`src/rtl/line_editor.sv`:
```
// rtl/line_editor.sv - cursor-tracking line editor driving an insert/remove character vector
// Key events are accepted in IDLE, edits become one-cycle strobes, and the cursor follows on completion.
module line_editor #(
    parameter int DATA_WIDTH   = 7,
    parameter int DATA_COUNT   = 127,
    parameter int INDEX_WIDTH  = $clog2(DATA_COUNT),
    parameter int LENGTH_WIDTH = $clog2(DATA_COUNT + 1)
) (
    input  logic                    clk,
    input  logic                    reset,
    input  logic                    key_valid,
    input  logic [2:0]              key_kind,
    input  logic [DATA_WIDTH-1:0]   key_char,
    output logic                    key_ready,
    output logic [LENGTH_WIDTH-1:0] cursor,
    output logic [INDEX_WIDTH-1:0]  vec_index,
    output logic                    vec_insert,
    output logic                    vec_remove,
    output logic [DATA_WIDTH-1:0]   vec_data,
    input  logic [LENGTH_WIDTH-1:0] vec_length,
    input  logic                    vec_ready
);

    localparam logic [2:0] KIND_CHAR      = 3'd0;
    localparam logic [2:0] KIND_BACKSPACE = 3'd1;
    localparam logic [2:0] KIND_DELETE    = 3'd2;
    localparam logic [2:0] KIND_LEFT      = 3'd3;
    localparam logic [2:0] KIND_RIGHT     = 3'd4;
    localparam logic [2:0] KIND_HOME      = 3'd5;
    localparam logic [2:0] KIND_END       = 3'd6;

    localparam logic [LENGTH_WIDTH-1:0] FULL_LENGTH = LENGTH_WIDTH'(DATA_COUNT);
    localparam logic [LENGTH_WIDTH-1:0] LENGTH_ONE  = LENGTH_WIDTH'(1);

    typedef enum logic [1:0] {
        IDLE,
        ISSUE,
        WAIT
    } state_t;

    typedef enum logic [1:0] {
        OP_INSERT,
        OP_BACKSPACE,
        OP_DELETE
    } op_t;

    state_t                  state;
    state_t                  state_next;
    op_t                     op;
    op_t                     op_next;
    logic                    settle;
    logic                    settle_next;
    logic                    accept;
    logic [LENGTH_WIDTH-1:0] cursor_next;
    logic [INDEX_WIDTH-1:0]  index_next;
    logic [DATA_WIDTH-1:0]   data_next;

    always_ff @(posedge clk or posedge reset) begin
        if (reset) begin
            state     <= IDLE;
            op        <= OP_INSERT;
            settle    <= 1'b0;
            cursor    <= '0;
            vec_index <= '0;
            vec_data  <= '0;
        end else begin
            state     <= state_next;
            op        <= op_next;
            settle    <= settle_next;
            cursor    <= cursor_next;
            vec_index <= index_next;
            vec_data  <= data_next;
        end
    end

    always_comb begin
        state_next  = state;
        op_next     = op;
        settle_next = 1'b0;
        cursor_next = cursor;
        index_next  = vec_index;
        data_next   = vec_data;
        vec_insert  = 1'b0;
        vec_remove  = 1'b0;
        key_ready   = (state == IDLE) && vec_ready;
        accept      = key_valid && key_ready;

        case (state)
            IDLE: begin
                // Events that hit a boundary fall through with nothing changed.
                if (accept) begin
                    case (key_kind)
                        KIND_CHAR: begin
                            if (vec_length < FULL_LENGTH) begin
                                data_next  = key_char;
                                index_next = INDEX_WIDTH'(cursor);
                                op_next    = OP_INSERT;
                                state_next = ISSUE;
                            end
                        end
                        KIND_BACKSPACE: begin
                            if (cursor != '0) begin
                                index_next = INDEX_WIDTH'(cursor - LENGTH_ONE);
                                op_next    = OP_BACKSPACE;
                                state_next = ISSUE;
                            end
                        end
                        KIND_DELETE: begin
                            if (cursor < vec_length) begin
                                index_next = INDEX_WIDTH'(cursor);
                                op_next    = OP_DELETE;
                                state_next = ISSUE;
                            end
                        end
                        KIND_LEFT: begin
                            if (cursor != '0) begin
                                cursor_next = cursor - LENGTH_ONE;
                            end
                        end
                        KIND_RIGHT: begin
                            if (cursor < vec_length) begin
                                cursor_next = cursor + LENGTH_ONE;
                            end
                        end
                        KIND_HOME: cursor_next = '0;
                        KIND_END:  cursor_next = vec_length;
                        default: ;
                    endcase
                end
            end
            ISSUE: begin
                vec_insert  = (op == OP_INSERT);
                vec_remove  = (op != OP_INSERT);
                settle_next = 1'b1;
                state_next  = WAIT;
            end
            WAIT: begin
                // The vector reports ready only from the second cycle after a strobe.
                if (!settle && vec_ready) begin
                    state_next = IDLE;
                    case (op)
                        OP_INSERT:    cursor_next = cursor + LENGTH_ONE;
                        OP_BACKSPACE: cursor_next = cursor - LENGTH_ONE;
                        default: ;
                    endcase
                end
            end
            default: state_next = IDLE;
        endcase
    end

endmodule

```
`config.mk`:
```
export PLATFORM = sky130hd
export DESIGN_NAME = line_editor
export DESIGN_NICKNAME = d
export VERILOG_FILES = /design/src/rtl/line_editor.sv
export SDC_FILE = /design/constraint.sdc
export NUM_CORES = 1
export LEC_CHECK = 0
export ABC_AREA = 1
export BUFFER_PORTS_ARGS = -buffer_cell sky130_fd_sc_hd__buf_4
export CAP_MARGIN = 20
export CORE_ASPECT_RATIO = 0.5
export CORE_MARGIN = 8
export CORE_UTILIZATION = 25
export CTS_CLUSTER_DIAMETER = 200
export DETAILED_ROUTE_END_ITERATION = 10
export GPL_TIMING_DRIVEN = 0
export SLEW_MARGIN = 15
export SYNTH_ARGS = -nofsm -noshare
export SYNTH_HDL_FRONTEND = slang
export SYNTH_SLANG_ARGS = --single-unit
```
`constraint.sdc`:
```
create_clock -name clk -period 4.2 [get_ports clk]
set_input_delay 0.63 -clock clk [delete_from_list [all_inputs] [get_ports clk]]
set_output_delay 0.63 -clock clk [all_outputs]
set_load 0.02 [all_outputs]
```
[Yosys cells after proc, flatten, opt, wreduce, memory -nomap -nowiden]
Index checks and enable logic that the tools add are counted.
Operators by class
  mux-type cells: 23
  multipliers: 0
  order comparisons: 2
  bitwise operators: 0
  reductions and logical operators: 15
  equal/unequal tests: 22
  div/mod/pow operators: 0
  $add $sub $neg: 2
  shift-type cells: 0
Operator list (number)
  $mux W7: 6
  $pmux W7 S2: 2
  $pmux W7 S4: 1
  $pmux W7 S3: 1
  $ne A3 B3 Y1 const B: 6
  $pmux W2 S3: 3
  $mux W2: 7
  $reduce_and A6 Y1: 2
  $ne A2 B2 Y1 const B: 5
  $eq A3 B3 Y1 const B: 3
  $add A7 B1 Y7 const B: 1
  $lt A7 B7 Y1: 1
  $lt A7 B7 Y1 const B: 1
  $reduce_and A7 Y1: 1
  $reduce_bool A7 Y1: 1
  $sub A7 B1 Y7 const B: 1
  $eq A3 B2 Y1 const B: 2
  $ne A5 B1 Y1 const B: 1
  $eq A2 B1 Y1 const B: 2
  $logic_not A2 Y1: 2
  $ne A4 B1 Y1 const B: 1
  $reduce_and A4 Y1: 1
  $reduce_bool A2 Y1: 2
  $eq A3 B1 Y1 const B: 1
  6 further kinds: 10
Storage, ports and cells
  output and inout port bits: 24
  ROM bits: 0
  memory bits (writable): 0
  input port bits: 21
  flip-flop bits (word level): 26
  word-level logic and storage cells: 70
  memories kept: 0
  latch bits: 0

[Longest topological paths before layout]
  depth after elaboration: 5
  mapped depth: 13

[Least setup slack after synthesis]
No wires, ideal clock.
  kind: in2reg
  from: input vec_length[6]
  to: register cursor[3]
  cell stages on the path: 10
  required time: 4.083 ns
  arrival time: 1.608 ns
  slack: 2.475 ns
  library setup time: 0.117 ns
  path buffers: 0
  cell sequence: inv_1 > ha_1 > nand2_1 > inv_1 > a21oi_1 > nand2_1 > nand3_1 > nand3_2 > nand2_1 > nand2_1
On the way
  cells in the longest elaborated chain, start to end: 3
Ends and longest elaborated chain
  start: declaration: RTL line 20  | input logic [LENGTH_WIDTH-1:0] vec_length,
  $lt A7 B7 Y1: RTL line 121  | if (cursor < vec_length) begin
  $ne A3 B3 Y1 (no source line)
  $reduce_and A7 Y1 (no source line)
  end signal: assignment: RTL line 70  | cursor <= cursor_next;
  end: declaration: RTL line 15  | output logic [LENGTH_WIDTH-1:0] cursor,
Every way passes these cells.
A chain may end at the register's enable or synchronous reset.

[Final worst setup path]
  from: register state[1]
  to: output vec_insert
On the way
  cells in the longest elaborated chain, start to end: 2
Ends and longest elaborated chain
  start: declaration: RTL line 47  | state_t state;
  start signal: assignment: RTL line 67  | state <= state_next;
  $eq A2 B1 Y1: RTL line 88  | case (state)
  $mux W1: RTL line 88
  end: declaration: RTL line 17  | output logic vec_insert,
Every way passes these cells.

==> summary by stage <==
Outcome
The flow ran to the end, and the final reports show no timing, DRC or antenna violations.

Die
The number of core rows is 23. Measured along the y axis, the die boundary spans about 80 µm. During I/O placement, the number of pins put on the boundary was 45.

The area of the core region is 0.007971 mm². The chip width is roughly 140 µm. The die footprint is approximately 0.011 mm². The initial utilization of the core area, before any placement, comes to ~26%.

Finish
For this run, the share of the core covered by cells in the final layout is roughly a third. The final non-filler cell area is about 0.0026 mm². At the end of the flow, the number of nets in the layout was approximately 400. The number of diodes is 0. The layout has 868 filler cells. Of the cells placed in the final design, the portion with a size suffix greater than 1 is 22.01%. The layout-stage area growth over the synthesis result is 28.57%. Leaving out filler cells and counting taps, the final layout contains approximately 470.

Critical path
The worst setup path startpoint is state[1]. The maximum net fanout on the critical path is 3. The startpoint identified for the worst register-to-register timing path is cursor[5]. The type of element capturing the critical path is a primary output.

The destination of the worst register-to-register timing path is cursor[6]. The worst setup path is launched from a flip-flop. In this run the register-to-register setup slack is ~2.4 ns.

The critical path data required time is ~3.6 ns. The worst setup path is of the reg2out kind. Data on the critical path arrives at its endpoint at between 1 and 1.5 ns. The length in cells of the worst reg-to-reg path is 9.

Synth
The share of synthesized area occupied by flip-flops and latches is approximately a third. Measured against the total synthesized area, the mux share comes to 0%. When the netlist entered floorplanning its net count stood at roughly 340. After technology mapping, the gate count stands at roughly 310. Of the total synthesized cell area, the portion taken by AND, OR, NAND and NOR gates is a little over two fifths. Summing the areas of all fa, ha and maj instances in the mapped netlist gives 5.518% of the synthesized area. The mean post-synth cell area is 6.562 µm². The post-synthesis compound-gate area fraction is 9.135%. The post-synthesis sequential element count is 26. The main combinational cell family by area after synthesis is simple AND/OR/NAND/NOR gates.

The yosys synthesis warning count is 0. After synthesis, the netlist uses 28 different library cells. The xor/xnor share of the synthesized area is 1.717%. The post-synth design cell area is a little over 0.002 mm².

CTS
The latest clock arrival within the worst-skew pair is 0.26 ns. The number of hold-repair buffers added at the cts stage is 0. Counting every sink on the clock net gives 26. The post-cts gate resize count is 0.

No sink is reached through more buffers than the 2 on the longest clock path. The CTS buffer count is 3. In this run the number of H-tree levels came out at 1. The total setup buffers inserted after CTS is 0.

The clock-pin slew on the worst setup and hold paths is about 0.070 ns. TritonCTS built the clock tree. In this run the clock root is driven by a clkbuf_16.

Drt
Dividing the detail-routed via count by the number of cells gives about 4.4. The routed wirelength normalized by instance count is approximately 12 µm. The count of nets left with antenna violations after detail routing is 0. The detailed-route DRC error count is 0. The total routed wirelength is around 5500 µm. For this run, the detailed router's first-pass iteration total came to 4. The detailed router finished its first iteration with 98 violations.

The final route contains between 2,000 and 2,500 vias.

STA
Setup violations remaining at the end of the flow were counted as 0. The final number of hold-violating endpoints is 0. Across the routed clock network, the largest skew measured is roughly 0.0012 ns. The worst path meets setup with around 2.3 ns of slack. Timing would allow up to approximately 530 MHz. The final sum of negative setup slack is 0 ns. The post-route fraction of the period consumed by the critical path is a little under half.

The count of final max-slew check failures is 0. The clock period could shrink to around 1.9 ns. Across all hold checks on the routed design, the worst slack comes to about 0.34 ns.

The transition time of the tightest slew-check pin is slightly below 0.6 ns. The worst pin sits at a relative slew slack of between 60% and 70%. Setup repair after global routing left no endpoint under its margin.

Placed design
Input and output buffers added on the ports amount to 43. At the end of routability-driven placement, the weighted congestion stood at 0.8395. Detailed placement finished with a half-perimeter wire length of between 4000 and 5000 µm. In this run the cell area measured after placement is 0.002504 mm².

Once placement completed, the tool counted placed cells totaling 466. At the placement stage, the worst setup path has a slack of approximately 2.1 ns.

Global route
The initial antenna violation count came to 0. The number of global-route vias before repair is about 2,100. The pin count of the biggest net entering global routing is 27.

The global-route total usage across every layer is 10.37%. The wire length of the first global-routing pass is 9798 µm. The total congestion overflow is 0.

Flow run
The reported max-cap violation count is 0.

Pwr
The largest voltage drop on the vdd net is 0.1560 mV. Dividing total power by cell area gives a power density of between 500 and 600 mW/mm². The total power after layout is around 1.6 mW.

The leakage power is about 1.4 nW.

Min path
The tightest min-delay check is of the in2async type.
[sequential cells by signal (all words and copies together), names as in the netlist]
name	count
cursor	7
op	2
settle	1
state	2
vec_data	7
vec_index	7
[power by group]
group	leakage [nW]	internal, mW	switching (mW)
combinational	1.05	0.325	0.514
clock	0.0511	0.190	0.0944
sequential	0.337	0.338	0.0995
total	1.44	0.853	0.708
[metal layers]
metal  track usage, %  share of wire [%]
met1            12.74                 47
met2            17.84                 48
met3            2.685                3.9
met4            2.601               0.91
met5                0                  0
[synth_stat cells (all sizes together)]
cell / count / area share, %
nor3b: 1 / 0.92
dfrtp: 26 / 32
nor3: 4 / 1.2
nand3: 33 / 8.6
nor2: 21 / 5.9
ha: 9 / 5.5
o211ai: 1 / 0.37
xor2: 3 / 1.3
xnor2: 1 / 0.43
a21oi: 8 / 2.0
clkinv: 1 / 0.18
nand2: 122 / 24
inv: 46 / 8.5
o21a: 1 / 0.37
nand4: 5 / 1.8
buf: 3 / 0.74
o22ai: 1 / 0.31
o21ai: 25 / 6.1
[critical path: stages, from the launching register on]
cell,delay (ns)
dfrtp_1,0.41
nor2_1,0.16
inv_1,0.09
nor3_1,0.17
buf_4,0.18
[how the worst max path moves through the flow]
stage | end | slack (ns)
finish | vec_insert | 2.30
global route | vec_insert | 2.10
CTS | vec_insert | 2.27
detailed placement | cursor[1] | 2.14
global placement | cursor[1] | 2.16
floorplan | cursor[3] | 2.48
[layout by cell type, fill, tap and decap left out, types with 2 or more instances in the layout]
master     count
inv_1         35
nand2_2        6
xor2_1         3
nand2_1      114
buf_4         43
o21ai_1        8
clkinv_1       2
nand3_2        2
nand2_4        2
a21oi_1        8
buf_2          3
nor3_1         3
clkbuf_16      3
dfrtp_1       26
nor2_4         3
inv_2         10
ha_1           9
nand3_1       31
nand4_1        4
nor2_1        16
o21ai_0       17
[layout make-up]
cell class / count / area [µm²] / share of cell area, %
clock inverters: 1 / 30.03 / 1.144
repair buffers: 44 / 337.8 / 12.88
multi-input cells: 235 / 1199 / 45.68
clock buffers: 3 / 75.07 / 2.861
flip-flops and latches: 26 / 650.6 / 24.80
well taps: 112 / 140.1 / 5.341
inverters: 47 / 176.4 / 6.724
plain buffers: 3 / 15.01 / 0.5722
[logic make-up (layout without fill, tap and decap cells)]
| family | count (synthesis) | after routing |
|---|---|---|
| buf+inv | 50 | 98 |
| flops | 26 | 26 |
| simple gates | 186 | 186 |
| xor+xnor | 4 | 4 |
| compound gates | 36 | 36 |
| fa+ha+maj | 9 | 9 |
(Power assumes the default switching activity.)
